--- src/rtl/noc_mm_pkg.sv ---
// Shared encodings for the tiled matrix-multiply sequencer: FSM states,
// error codes and the stage in which an error was captured.
package noc_mm_pkg;

    localparam logic [2:0] S_IDLE    = 3'd0;
    localparam logic [2:0] S_READ    = 3'd1;
    localparam logic [2:0] S_COMPUTE = 3'd2;
    localparam logic [2:0] S_WRITE   = 3'd3;
    localparam logic [2:0] S_DONE    = 3'd4;
    localparam logic [2:0] S_ERROR   = 3'd5;

    typedef enum logic [2:0] {
        ST_IDLE    = S_IDLE,
        ST_READ    = S_READ,
        ST_COMPUTE = S_COMPUTE,
        ST_WRITE   = S_WRITE,
        ST_DONE    = S_DONE,
        ST_ERROR   = S_ERROR
    } state_t;

    localparam logic [1:0] ERR_NONE  = 2'd0;
    localparam logic [1:0] ERR_DMA   = 2'd1;
    localparam logic [1:0] ERR_TMO   = 2'd2;
    localparam logic [1:0] ERR_ABORT = 2'd3;

    localparam logic [1:0] STG_READ    = 2'd0;
    localparam logic [1:0] STG_COMPUTE = 2'd1;
    localparam logic [1:0] STG_WRITE   = 2'd2;

endpackage

--- src/rtl/noc_mm_watchdog.sv ---
// Per-wait watchdog: the limit is loaded at job launch, the counter clears on
// every start pulse and counts each waiting cycle, saturating at all-ones.
// o_expired flags the cycle whose increment makes the count reach the limit,
// so the owner can leave the wait on that same edge. A zero limit disables it.
module noc_mm_watchdog #(
    parameter int TMO_W = 16
) (
    input  logic             clk,
    input  logic             rstn,
    input  logic             i_load,
    input  logic [TMO_W-1:0] i_load_val,
    input  logic             i_clear,
    input  logic             i_enable,
    output logic             o_expired
);

    logic [TMO_W-1:0] r_limit;
    logic [TMO_W-1:0] r_count;
    logic [TMO_W:0]   w_count_inc;

    assign w_count_inc = {1'b0, r_count} + (TMO_W+1)'(1);
    assign o_expired   = i_enable && (r_limit != '0) && (w_count_inc >= {1'b0, r_limit});

    // Limit register and saturating wait counter; load beats clear beats count.
    always_ff @(posedge clk) begin
        if (!rstn) begin
            r_limit <= '0;
            r_count <= '0;
        end else if (i_load) begin
            r_limit <= i_load_val;
            r_count <= '0;
        end else if (i_clear) begin
            r_count <= '0;
        end else if (i_enable && (r_count != '1)) begin
            r_count <= r_count + TMO_W'(1);
        end
    end

endmodule

--- src/rtl/noc_mm_tile_sequencer.sv ---
// Tile sequencer: per tile, reads NUM_IN operand streams in channel order,
// runs the MM engine, then writes the result tile. Every wait is guarded by
// the watchdog and can be aborted; the first error is captured as
// code/stage/channel and held until the next launch.
module noc_mm_tile_sequencer
    import noc_mm_pkg::*;
#(
    parameter int NUM_IN = 2,
    parameter int TILE_W = 8,
    parameter int TMO_W  = 16
) (
    input  logic              clk,
    input  logic              rstn,
    input  logic              start,
    input  logic              abort,
    input  logic [TILE_W-1:0] num_tiles,
    input  logic [TMO_W-1:0]  tmo_limit,
    output logic [NUM_IN-1:0] start_dma_in,
    input  logic [NUM_IN-1:0] dma_in_done,
    input  logic [NUM_IN-1:0] dma_in_error,
    output logic              start_mm,
    input  logic              mm_done,
    output logic              start_dma_out,
    input  logic              dma_out_done,
    input  logic              dma_out_error,
    output logic [TILE_W-1:0] tile_idx,
    output logic              busy,
    output logic              done,
    output logic              error,
    output logic [1:0]        err_code,
    output logic [1:0]        err_stage,
    output logic [2:0]        err_chan
);

    localparam int              CH_W    = (NUM_IN > 1) ? $clog2(NUM_IN) : 1;
    localparam logic [CH_W-1:0] CH_LAST = CH_W'(NUM_IN - 1);

    state_t            r_state, w_state_nxt;
    logic              r_start_d;
    logic [CH_W-1:0]   r_ch, w_ch_nxt;
    logic [TILE_W-1:0] r_tile_idx, w_tile_nxt;
    logic [TILE_W-1:0] r_num_tiles, w_num_tiles_nxt;
    logic [NUM_IN-1:0] r_start_dma_in, w_start_dma_in_nxt;
    logic              r_start_mm, w_start_mm_nxt;
    logic              r_start_dma_out, w_start_dma_out_nxt;
    logic [1:0]        r_err_code, w_err_code_nxt;
    logic [1:0]        r_err_stage, w_err_stage_nxt;
    logic [2:0]        r_err_chan, w_err_chan_nxt;

    logic w_start_rise;
    logic w_in_done;
    logic w_in_error;
    logic w_last_tile;
    logic w_wd_load;
    logic w_wd_clear;
    logic w_wd_enable;
    logic w_wd_expired;

    assign w_start_rise = start && !r_start_d;
    assign w_in_done    = dma_in_done[r_ch];
    assign w_in_error   = dma_in_error[r_ch];
    assign w_last_tile  = (r_tile_idx == (r_num_tiles - TILE_W'(1)));

    noc_mm_watchdog #(
        .TMO_W (TMO_W)
    ) u_watchdog (
        .clk        (clk),
        .rstn       (rstn),
        .i_load     (w_wd_load),
        .i_load_val (tmo_limit),
        .i_clear    (w_wd_clear),
        .i_enable   (w_wd_enable),
        .o_expired  (w_wd_expired)
    );

    // Next-state, next-pulse and error-capture decisions for the job FSM.
    always_comb begin
        // NOTE: every signal driven here gets a default first, so no path leaves one unassigned and no latch is inferred.
        w_state_nxt         = r_state;
        w_ch_nxt            = r_ch;
        w_tile_nxt          = r_tile_idx;
        w_num_tiles_nxt     = r_num_tiles;
        w_start_dma_in_nxt  = '0;
        w_start_mm_nxt      = 1'b0;
        w_start_dma_out_nxt = 1'b0;
        w_err_code_nxt      = r_err_code;
        w_err_stage_nxt     = r_err_stage;
        w_err_chan_nxt      = r_err_chan;
        w_wd_load           = 1'b0;
        w_wd_clear          = 1'b0;
        w_wd_enable         = 1'b0;

        case (r_state)
            ST_IDLE: begin
                if (w_start_rise) begin
                    w_num_tiles_nxt = num_tiles;
                    w_tile_nxt      = '0;
                    w_ch_nxt        = '0;
                    w_err_code_nxt  = ERR_NONE;
                    w_err_stage_nxt = STG_READ;
                    w_err_chan_nxt  = '0;
                    w_wd_load       = 1'b1;
                    if (num_tiles == '0) begin
                        w_state_nxt = ST_DONE;
                    end else begin
                        w_state_nxt        = ST_READ;
                        w_start_dma_in_nxt = NUM_IN'(1);
                    end
                end
            end

            ST_READ: begin
                w_wd_enable = 1'b1;
                // Priority: abort, then DMA error, then done, then timeout.
                if (abort || w_in_error || (!w_in_done && w_wd_expired)) begin
                    w_state_nxt     = ST_ERROR;
                    w_err_stage_nxt = STG_READ;
                    w_err_chan_nxt  = 3'(r_ch);
                    w_err_code_nxt  = abort ? ERR_ABORT : (w_in_error ? ERR_DMA : ERR_TMO);
                end else if (w_in_done) begin
                    w_wd_clear = 1'b1;
                    if (r_ch == CH_LAST) begin
                        w_state_nxt    = ST_COMPUTE;
                        w_start_mm_nxt = 1'b1;
                    end else begin
                        w_ch_nxt           = r_ch + CH_W'(1);
                        w_start_dma_in_nxt = NUM_IN'(1) << (r_ch + CH_W'(1));
                    end
                end
            end

            ST_COMPUTE: begin
                w_wd_enable = 1'b1;
                if (abort || (!mm_done && w_wd_expired)) begin
                    w_state_nxt     = ST_ERROR;
                    w_err_stage_nxt = STG_COMPUTE;
                    w_err_chan_nxt  = '0;
                    w_err_code_nxt  = abort ? ERR_ABORT : ERR_TMO;
                end else if (mm_done) begin
                    w_state_nxt         = ST_WRITE;
                    w_start_dma_out_nxt = 1'b1;
                    w_wd_clear          = 1'b1;
                end
            end

            ST_WRITE: begin
                w_wd_enable = 1'b1;
                if (abort || dma_out_error || (!dma_out_done && w_wd_expired)) begin
                    w_state_nxt     = ST_ERROR;
                    w_err_stage_nxt = STG_WRITE;
                    w_err_chan_nxt  = '0;
                    w_err_code_nxt  = abort ? ERR_ABORT : (dma_out_error ? ERR_DMA : ERR_TMO);
                end else if (dma_out_done) begin
                    if (w_last_tile) begin
                        w_state_nxt = ST_DONE;
                    end else begin
                        w_state_nxt        = ST_READ;
                        w_tile_nxt         = r_tile_idx + TILE_W'(1);
                        w_ch_nxt           = '0;
                        w_start_dma_in_nxt = NUM_IN'(1);
                        w_wd_clear         = 1'b1;
                    end
                end
            end

            // Terminal states hold until the host drops start.
            ST_DONE, ST_ERROR: begin
                if (!start) begin
                    w_state_nxt = ST_IDLE;
                end
            end

            default: w_state_nxt = ST_IDLE;
        endcase
    end

    // State, pulse and captured-error registers with synchronous reset.
    always_ff @(posedge clk) begin
        // NOTE: sequential state uses non-blocking assignments so every register samples pre-edge values.
        if (!rstn) begin
            r_state         <= ST_IDLE;
            r_start_d       <= 1'b0;
            r_ch            <= '0;
            r_tile_idx      <= '0;
            r_num_tiles     <= '0;
            r_start_dma_in  <= '0;
            r_start_mm      <= 1'b0;
            r_start_dma_out <= 1'b0;
            r_err_code      <= ERR_NONE;
            r_err_stage     <= STG_READ;
            r_err_chan      <= '0;
        end else begin
            r_state         <= w_state_nxt;
            r_start_d       <= start;
            r_ch            <= w_ch_nxt;
            r_tile_idx      <= w_tile_nxt;
            r_num_tiles     <= w_num_tiles_nxt;
            r_start_dma_in  <= w_start_dma_in_nxt;
            r_start_mm      <= w_start_mm_nxt;
            r_start_dma_out <= w_start_dma_out_nxt;
            r_err_code      <= w_err_code_nxt;
            r_err_stage     <= w_err_stage_nxt;
            r_err_chan      <= w_err_chan_nxt;
        end
    end

    assign start_dma_in  = r_start_dma_in;
    assign start_mm      = r_start_mm;
    assign start_dma_out = r_start_dma_out;
    assign tile_idx      = r_tile_idx;
    assign busy          = (r_state == ST_READ) || (r_state == ST_COMPUTE) || (r_state == ST_WRITE);
    assign done          = (r_state == ST_DONE);
    assign error         = (r_state == ST_ERROR);
    assign err_code      = r_err_code;
    assign err_stage     = r_err_stage;
    assign err_chan      = r_err_chan;

endmodule
--- config.mk ---
export PLATFORM = sky130hd
export DESIGN_NAME = noc_mm_tile_sequencer
export DESIGN_NICKNAME = d
export VERILOG_FILES = /design/src/rtl/noc_mm_pkg.sv /design/src/rtl/noc_mm_watchdog.sv /design/src/rtl/noc_mm_tile_sequencer.sv
export SDC_FILE = /design/constraint.sdc
export NUM_CORES = 1
export LEC_CHECK = 0
export BUFFER_PORTS_ARGS = -buffer_cell sky130_fd_sc_hd__buf_2
export CAP_MARGIN = 20
export CORE_MARGIN = 2
export CORE_UTILIZATION = 51
export DETAILED_ROUTE_END_ITERATION = 10
export HOLD_SLACK_MARGIN = 0.03
export PLACE_DENSITY = 0.86
export SYNTH_ARGS = -nofsm -noshare
export SYNTH_HDL_FRONTEND = slang
export SYNTH_SLANG_ARGS = --single-unit
export TNS_END_PERCENT = 5
--- constraint.sdc ---
create_clock -name clk -period 3.5 [get_ports clk]
set_input_delay 0.35 -clock clk [delete_from_list [all_inputs] [get_ports clk]]
set_output_delay 0.35 -clock clk [all_outputs]
set_load 0.005 [all_outputs]
==> flow_summary.ini, run 1 <==
[sta]
setup_viol = 0
min_period_ns = 3.39
slew_violations = 0
timing.fmax_mhz = 295
tns_ns = 0
hold_viol_final = 0
fin_skew_ns = 0.0119
tightest_slew_ns = 0.972
fin_crit_sh = 0.968
hold_ws_ns = 0.222
relSlewSlack = 0.351
worst_slack_ns = 0.111

[die]
die-area_um2 = 7790
start_util = 0.530
rows = 30
coreArea_um2 = 6830
ioPinCount = 57
fp.dieH_um = 88.2
dieWidth_um = 88.2

[critical_path]
path_delay_family = simple AND/OR/NAND/NOR gates
crit_path_max_incr_delay_ns = 0.56
cpMaxStageDelayCell = or4_4
end_kind = flop
start_kind = flop
crit_arrival_ns = 3.66
cp_cell_sequence = nand2_2, or4_4, nor2_4, buf_6, xor2_2, ha_1, nand4_1, nor4_4, o31ai_1, nand4_1, buf_4, nand2_1, a21boi_0, a21oi_1, a211oi_2
r2r_slack_ns = 0.11
cp.required_ns = 3.77
timing.rr.end = r_state[2]
worst-r2r-cell-count = 15
cp_num_buf_inv = 2
r2r_start = u_watchdog.r_count[3]
crit_top_cell = nand4_1
critPathKind = flop to flop
crit_path_max_fanout = 6

[cts]
clk_path_buf_depth = 2
cts_made_buffers = 9
cts_tree = done
cts.htree.levels = 3
cts_sinks = 62
cts-root-buf = clkbuf_8
cts_hold_buf = 0
clk_latency_ns = 0.36
path_clk_slew_ns = 0.07

[hold_path]
hold_depth = 3
worstHoldStart = tmo_limit[2]
worstHoldEndpoint = u_watchdog.r_limit[2]
hp-class = input pin to flop

[logic_synthesis]
syn_inst = 477
avgSynthCellArea_um2 = 7.59
synth-async-reset-ratio = 0
synthFlopType = dfxtp_1
ys_ff_latch = 62
yosys_warnings = 0
syn_area_um2 = 3620
synth-seq-area-share = 0.343
synth_edf_count = 0
yosys.cell_types.count = 51

[detailed_routing]
drt_pass1_iterations = 6
wl_per_cell_um = 14.6
via_per_inst = 5.57
drc_errors = 0
ant_nets = 0
drtIter0Drc = 206
vias = 3628
drt-total-wl_um = 9530

[finish]
layout_common_cells = nand2_1, dfxtp_1, buf_2
drive_gt1_frac = 0.247
final_nets = 604
area_growth_pct = 23.8
layout_commonest_cell = nand2_1
multiInputGateArea_um2 = 2340
antenna_cells = 0
nFillCells = 579
register_area_um2 = 1250
final_area_um2 = 4480

[job]
maxCapViolCount = 0

[power]
p_seq_frac = 0.437
internal-power_mw = 1.20
leakagePower_nw = 1.83
switching_share = 0.333
p_switching_mw = 0.599
p_per_area_nw_per_um2 = 401
combPwrFrac = 0.241
pwr-share-clk = 0.321
ir_drop_mv = 0.287

[global_routing]
grt_pass1_wl_um = 15100
grt_antenna_before_repair = 0
overflow = 0
grt_usage = 0.248
grt_pass1_vias = 3316
grt_max_degree = 31

[placed_design]
gp_congestion = 0.961
hpwl_um = 6620
dpl-instance-area_um2 = 4080
dp_slack_ns = -0.185
portBuffers = 54

[outcome]
status = complete, no violations
kinds of logic (layout without fill, tap and decap cells):
family	Yosys count	in the layout	synth area share
AOI/OAI and AO/OA	87	87	0.147
other	1	2	0.00104
and+or+nand+nor	210	210	0.265
xor gates and xnor gates	44	44	0.106
DFF	62	62	0.343
muxes	5	5	0.0138
adders and majority gates	19	19	0.0657
buffers and inverters	49	126	0.0574
through the flow:
step | power [mW] | std cells | util
floorplan | 1.05 | 478 | -
global placement | 1.15 | 626 | 0.597
detailed placement | 1.16 | 626 | 0.597
CTS | 1.75 | 644 | 0.631
global route | 1.88 | 651 | 0.656
finish | 1.80 | 651 | 0.656
worst max path at each step:
stage               slack, ns  depth (start not counted)      endpoint                   from
detailed placement      -0.19                         16    r_state[2]  u_watchdog.r_count[1]
CTS                     0.001                         16    r_state[0]  u_watchdog.r_count[0]
floorplan               0.004                         16   err_code[0]  u_watchdog.r_count[0]
global route            -0.11                         17  err_stage[1]  u_watchdog.r_count[3]
finish                   0.11                         15    r_state[2]  u_watchdog.r_count[3]
global placement        -0.02                         15    r_state[2]  u_watchdog.r_count[1]
power by group through the flow:
stage	registers, mW	clock network [mW]	logic [mW]
6_report	0.786	0.577	0.434
5_1_grt	0.791	0.615	0.479
4_1_cts	0.782	0.582	0.385
3_5_place_dp	0.798	0	0.363
3_3_place_gp	0.795	0	0.350
2_1_floorplan	0.781	0	0.272
cells in the mapped netlist, drive strengths merged, types with 2 or more instances:
cell / count / area [µm²]
a2111oi: 3 / 26.3
a211oi: 2 / 15.0
a21boi: 2 / 15.0
a21o: 3 / 22.5
a21oi: 47 / 235
a221oi: 2 / 17.5
a22oi: 2 / 15.0
a31o: 2 / 17.5
a31oi: 3 / 18.8
and2: 3 / 18.8
and3: 4 / 25.0
buf: 6 / 46.3
clkbuf: 16 / 60.1
dfxtp: 62 / 1240
ha: 19 / 238
inv: 27 / 101
mux2i: 5 / 50.1
nand2: 90 / 338
nand2b: 5 / 31.3
nand3: 16 / 85.1
nand4: 7 / 58.8
nor2: 52 / 195
nor3: 11 / 55.1
nor3b: 2 / 15.0
nor4: 10 / 62.6
o21a: 2 / 15.0
o21ai: 7 / 35.0
o31ai: 4 / 30.0
or2: 3 / 18.8
or4: 3 / 26.3
xnor2: 29 / 254
xor2: 15 / 131
repair_timing:
action                                  in CTS  in global routing
endpoints found under the setup margin       9                  9
resized for setup                           10                 25
buffers inserted                             2                  7
pin swaps                                    4                 18
endpoints found under the hold margin        0                  0
routing by layer:
| layer | track usage | part of all wire | up-vias |
|---|---|---|---|
| li1 | - | - | 1767 |
| met1 | 0.316 | 0.42 | 1661 |
| met2 | 0.407 | 0.48 | 164 |
| met3 | 0.0373 | 0.069 | 36 |
| met4 | 0.127 | 0.033 | 0 |
| met5 | 0 | 0 | - |
final cells by class:
cell class	count	share of cell area
Multi-Input combinational cell	367	0.523
Timing Repair Buffer	83	0.111
Sequential cell	62	0.278
Inverter	27	0.0226
Clock inverter	5	0.00782
Tap cell	96	0.0268
Clock buffer	11	0.0315
state kept, by name, indices dropped and copies added, names as in the netlist, 2 cells and up:
name                count
u_watchdog.r_limit     16
start_dma_in            2
err_code                2
u_watchdog.r_count     16
err_stage               2
r_state                 3
tile_idx                8
r_num_tiles             8
worst register-to-register path: stages, from the launching register on:
cell,delay (ns)
dfxtp_2,0.33
nand2_2,0.07
or4_4,0.56
nor2_4,0.15
buf_6,0.11
xor2_2,0.07
ha_1,0.33
nand4_1,0.19
nor4_4,0.34
o31ai_1,0.13
nand4_1,0.09
buf_4,0.15
nand2_1,0.12
a21boi_0,0.31
a21oi_1,0.15
a211oi_2,0.21
Power figures use the tool's default switching activity.
==> inputs of run 2 (changes only) <==
CORE_ASPECT_RATIO = 0.6   (was not set)
==> run 2 against run 1 <==
Compared with the run above: hold slack improved by 0.029 ns; global-route usage up 1.2 points; sequential power about the same; final cell count fell by 2.0%; total power rose by 16%; combinational power hardly changed; non-clock buffer count fell by 3; worst setup slack lost 0.098 ns; first-iteration DRC count up 85%; clock skew fell by 0.0054 ns; count of clock-buffer cells in the layout rose by 3; critical path type unchanged.
==> flow_summary.ini, run 2 (same netlist as run 1, synthesis figures left out) <==
[cts]
cts_made_buffers = 9
cts-root-buf = clkbuf_16
cts_tree = done
clk_latency_ns = 0.34
path_clk_slew_ns = 0.05
cts_sinks = 62
clk_path_buf_depth = 2
cts.htree.levels = 3

[critical_path]
timing.rr.end = r_state[2]
crit_path_max_fanout = 7
r2r_slack_ns = 0.01
start_kind = flop
crit_arrival_ns = 3.72
worst-r2r-cell-count = 16
r2r_start = u_watchdog.r_count[2]
end_kind = flop
critPathKind = flop to flop
cp.required_ns = 3.73

[die]
start_util = 0.535
dieWidth_um = 113
coreArea_um2 = 6760
fp.dieH_um = 69.3
rows = 23
die-area_um2 = 7810
ioPinCount = 57

[detailed_routing]
via_per_inst = 5.87
wl_per_cell_um = 16.2
drt-total-wl_um = 10300
drc_errors = 0
ant_nets = 0
drtIter0Drc = 381
vias = 3743
drt_pass1_iterations = 5

[power]
total_power_mw = 2.09
p_per_area_nw_per_um2 = 461
ir_drop_mv = 0.335
leakagePower_nw = 1.87

[sta]
timing.fmax_mhz = 287
fin_crit_sh = 0.996
fin_skew_ns = 0.00656
hold_viol_final = 0
min_period_ns = 3.49
hold_ws_ns = 0.251
tns_ns = 0
setup_viol = 0
relSlewSlack = 0.334
tightest_slew_ns = 0.998
rsz0062_at_grt = yes
slew_violations = 0

[global_routing]
met3_usage = 0.0874
grt_usage = 0.260
grt_pass1_wl_um = 16400
overflow = 0
met2_usage = 0.365
met1_usage = 0.363
grt_max_degree = 31
busiest_layer = met2
grt_pass1_vias = 3477
grt_antenna_before_repair = 0

[finish]
drive_gt1_frac = 0.234
final_nets = 601
top_regs = u_watchdog.r_count: 16 flops, u_watchdog.r_limit: 16 flops
multiInputGateArea_um2 = 2320
register_area_um2 = 1250
antenna_cells = 0
area_growth_pct = 25.3
nFillCells = 544
layout_common_cells = nand2_1, dfxtp_1, buf_2
layout_commonest_cell = nand2_1
utilization = 0.671

[job]
maxCapViolCount = 0

[outcome]
status = complete, no violations

[placed_design]
portBuffers = 54
hpwl_um = 7140
gp_congestion = 0.953

[hold_path]
worstHoldEndpoint = u_watchdog.r_limit[2]
hold_depth = 3
hp-class = input pin to flop
worstHoldStart = tmo_limit[2]
run 2: cell count changes in the layout (fill, tap and decap cells not counted), moves of 2 or more:
cell | previous run | this run
buf_4 | 27 | 24
clkbuf_1 | 1 | 4
clkbuf_16 | 0 | 9
clkbuf_8 | 10 | 1
clkinv_2 | 2 | 0
clkinv_4 | 2 | 0
run 2: area by class of cell:
cell class              count  share of cell area
well taps                  87              0.0240
multi-input cells         367               0.512
inverters                  27              0.0223
clock inverters             1             0.00662
flip-flops and latches     62               0.275
repair buffers             80               0.104
clock buffers              14              0.0560
run 2: per-stage QoR:
stage / instances / cell area [µm²] / setup slack (ns)
final: 638 / 4540 / 0.0135
after global routing: 638 / 4540 / -0.0657
after CTS: 635 / 4410 / -0.0182
after detailed placement: 618 / 4080 / -0.262
after global placement: 618 / 4080 / 0.0221
after floorplan: 478 / 3640 / 0.00385
run 2: where the power goes:
part,switching [mW],internal [mW],leakage [nW]
combinational,0.259,0.172,1.23
clock,0.306,0.567,0.137
sequential,0.0434,0.743,0.506
run 2: per-layer routing:
layer  routed length (µm)  up-vias
li1                     -     1762
met1                 4670     1747
met3                 1000       32
met5                    0        -
met2                 4440      202
met4                  225        0
run 2: worst max path at each step:
stage	startpoint	to	depth (start not counted)	slack (ns)
after global routing	u_watchdog.r_count[3]	r_state[2]	16	-0.07
after CTS	u_watchdog.r_count[1]	err_stage[0]	17	-0.02
after global placement	u_watchdog.r_count[1]	r_state[2]	15	0.02
after floorplan	u_watchdog.r_count[0]	err_code[0]	16	0.004
after detailed placement	u_watchdog.r_count[1]	r_state[0]	15	-0.26
final	u_watchdog.r_count[2]	r_state[2]	16	0.01
run 2: repair_timing:
item,CTS,global route
gates resized for setup,8,26
pin swaps,4,15
buffers inserted,2,3
endpoints found under the setup margin,9,10
hold buffers,0,0
run 2: critical path: stages, from the launching register on:
cell and delay (ns):
dfxtp_2 0.34, nand2_2 0.06, or4_4 0.56, nor2_4 0.11, nand3_2 0.10, nor2_2 0.14
xor2_1 0.08, ha_1 0.32, nand3_2 0.12, nor4_4 0.32, o31ai_1 0.11, nand4_1 0.14
buf_6 0.14, nand3b_1 0.15, a311oi_2 0.35, a211oi_2 0.08, a211oi_1 0.24
==> inputs of run 3 (changes only) <==
ABC_AREA = 1   (was not set)
CORE_UTILIZATION = 52   (was 51)
PLACE_DENSITY = 0.87   (was 0.86)
==> run 3 against run 2 <==
Compared with the run above: clock power is 15% higher; global-route usage is 0.15 points higher; count of clock-buffer cells in the layout is 1 lower; worst setup slack better by 0.19 ns; combinational power grew to 3.3 times the previous value; non-clock buffer count is 21 lower; wire length is 1.4% lower; register-to-register slack better by 0.19 ns; largest cell class unchanged.
==> flow_summary.ini, run 3 <==
[critical_path]
cp_cell_sequence = inv_1, nor3_4, nand4_1, nor2_2, nand4_1, nor3_2, xor2_1, inv_1, ha_1, nand2_1, nor2_1, a21boi_1, nor2_1, nand3_4, nand3_4, nand3_4, nand2_8, nand2_8, or2_1, a21oi_2
crit_path_max_incr_delay_ns = 0.34
crit_arrival_ns = 3.57
crit_path_max_fanout = 8
r2r_slack_ns = 0.20
critPathKind = flop to flop
cp.required_ns = 3.77
start_kind = flop
end_kind = flop
cpMaxStageDelayCell = dfxtp_2
crit_top_cell = nand3_4

[logic_synthesis]
synth-seq-area-share = 0.319
synthTopCellsByCount = nand2_1, inv_1, dfxtp_1
synth_edf_count = 0
synth.most_common_cell = nand2_1
synthFlopType = dfxtp_1
yosys.cell_types.count = 42
synth_top_area_share = 0.319
yosys_warnings = 0
synth-async-reset-ratio = 0
synth_area_leaders = dfxtp_1, nand2_1, inv_1, a21oi_1, ha_1
ys_ff_latch = 62
syn_area_um2 = 3890
avgSynthCellArea_um2 = 7.04
syn_inst = 553
synth_area_leader_cell = dfxtp_1

[global_routing]
overflow = 0
grt_pass1_wl_um = 16600
grt_max_degree = 47
grt_antenna_before_repair = 0
grt_usage = 0.262
grt_pass1_vias = 3477

[sta]
fin_crit_sh = 0.941
relSlewSlack = 0.524
min_period_ns = 3.30
tightest_slew_ns = 0.713
timing.fmax_mhz = 303
fin_skew_ns = 0.00627
slew_violations = 0
setup_viol = 0
hold_viol_final = 0
worst_slack_ns = 0.205

[die]
rows = 24
coreArea_um2 = 7270
fp.dieH_um = 71.0
die-area_um2 = 8220
start_util = 0.536
ioPinCount = 57
dieWidth_um = 116

[finish]
drive_gt1_frac = 0.216
area_growth_pct = 20.2
antenna_cells = 0
top_regs = u_watchdog.r_count: 16 flops, u_watchdog.r_limit: 16 flops
layout_commonest_cell = nand2_1
utilization = 0.644
final_nets = 664
stdcell_count = 719
layout_common_cells = nand2_1, inv_1, dfxtp_1

[cts]
cts_made_buffers = 9
clk_latency_ns = 0.34
clk_path_buf_depth = 2
cts.htree.levels = 3
path_clk_slew_ns = 0.05
cts_sinks = 62
cts-root-buf = clkbuf_16
cts_tree = done

[placed_design]
gp_congestion = 0.939
portBuffers = 54
dp_slack_ns = 0.0399
dp_cells = 697
hpwl_um = 7450

[hold_path]
hp-class = input pin to flop

[detailed_routing]
vias = 3789
drc_errors = 0
drtIter0Drc = 309
ant_nets = 0
wl_per_cell_um = 14.2
drt_pass1_iterations = 5
drt-total-wl_um = 10200
via_per_inst = 5.27

[power]
p_per_area_nw_per_um2 = 723
leakagePower_nw = 2.16
ir_drop_mv = 0.285

[job]
maxCapViolCount = 0

[outcome]
status = complete, no violations
## run 3: cell count changes after synthesis, moves of 6 or more
cell | before | now
inv_1 | 27 | 70
o21ai_0 | 7 | 45
xnor2_1 | 29 | 5
nor2_2 | 0 | 18
nand3_1 | 15 | 29
nand2_1 | 90 | 103
nor3_1 | 11 | 3
nor4_1 | 10 | 2
inv_2 | 0 | 7
clkbuf_1 | 16 | 10
nand4_1 | 6 | 12
nor2_1 | 52 | 58
xor2_1 | 15 | 21
## run 3: metal layers
layer  routed length, µm  GRT usage
met5                   0          0
met4                 104     0.0860
met3                 853     0.0711
met2                4430      0.390
met1                4810      0.368
## run 3: logic make-up (layout without fill, tap and decap cells)
family / Yosys count / count (layout) / share of synthesized area
AND/OR/NAND/NOR: 249 / 250 / 0.321
AO/OA/AOI/OAI: 104 / 104 / 0.145
buffers and inverters: 92 / 152 / 0.0951
flip-flops: 62 / 62 / 0.319
XOR/XNOR: 26 / 26 / 0.0585
adder cells (fa/ha/maj): 19 / 19 / 0.0611
other: 1 / 2 / 0.000963
## run 3: through the flow
step	setup TNS (ns)	hold slack, ns	cell area [µm²]	power [mW]
2_1_floorplan	0	0.443	3900	2.00
3_3_place_gp	0	0.459	4220	2.24
3_5_place_dp	0	0.466	4220	2.30
4_1_cts	0	0.224	4560	3.33
5_1_grt	-0.322	0.243	4680	3.62
6_report	0	0.234	4680	3.38
## run 3: critical path, delay by kind of cell (launching register included)
family	cells	cell delay, ns
adders and majority gates	1	0.27
AOI/OAI and AO/OA	2	0.23
DFF	1	0.34
buffers and inverters	2	0.14
xor gates and xnor gates	1	0.21
and+or+nand+nor	14	2.02
## run 3: path summary, 6_finish.rpt
| path | end | start | cells after the start |
|---|---|---|---|
| setup reg to reg | tile_idx[3] | u_watchdog.r_count[2] | 20 |
| hold / removal | r_start_d | start | 3 |
| setup / recovery | tile_idx[3] | u_watchdog.r_count[2] | 20 |
| hold reg to reg | err_stage[0] | err_stage[0] | 2 |
## run 3: layout make-up
type	instances	area, µm²
clock buffers	13	270
clock inverters	3	65.1
fillers	659	2580
inverters	77	289
multi-input cells	401	2360
flip-flops and latches	62	1240
well taps	104	130
repair buffers	59	320
## run 3: timing repair
item,CTS,global route
hold endpoints to repair,0,0
cloned,1,0
setup buffers,0,5
setup endpoints to repair,1,35
resized for setup,0,17
pin swaps,0,8
hold buffers,0,0
## run 3: report_power, final
| part | internal [mW] | switching (mW) | leakage (nW) |
|---|---|---|---|
| Combinational | 0.492 | 0.952 | 1.48 |
| Sequential | 0.846 | 0.0924 | 0.508 |
| Clock | 0.680 | 0.323 | 0.166 |
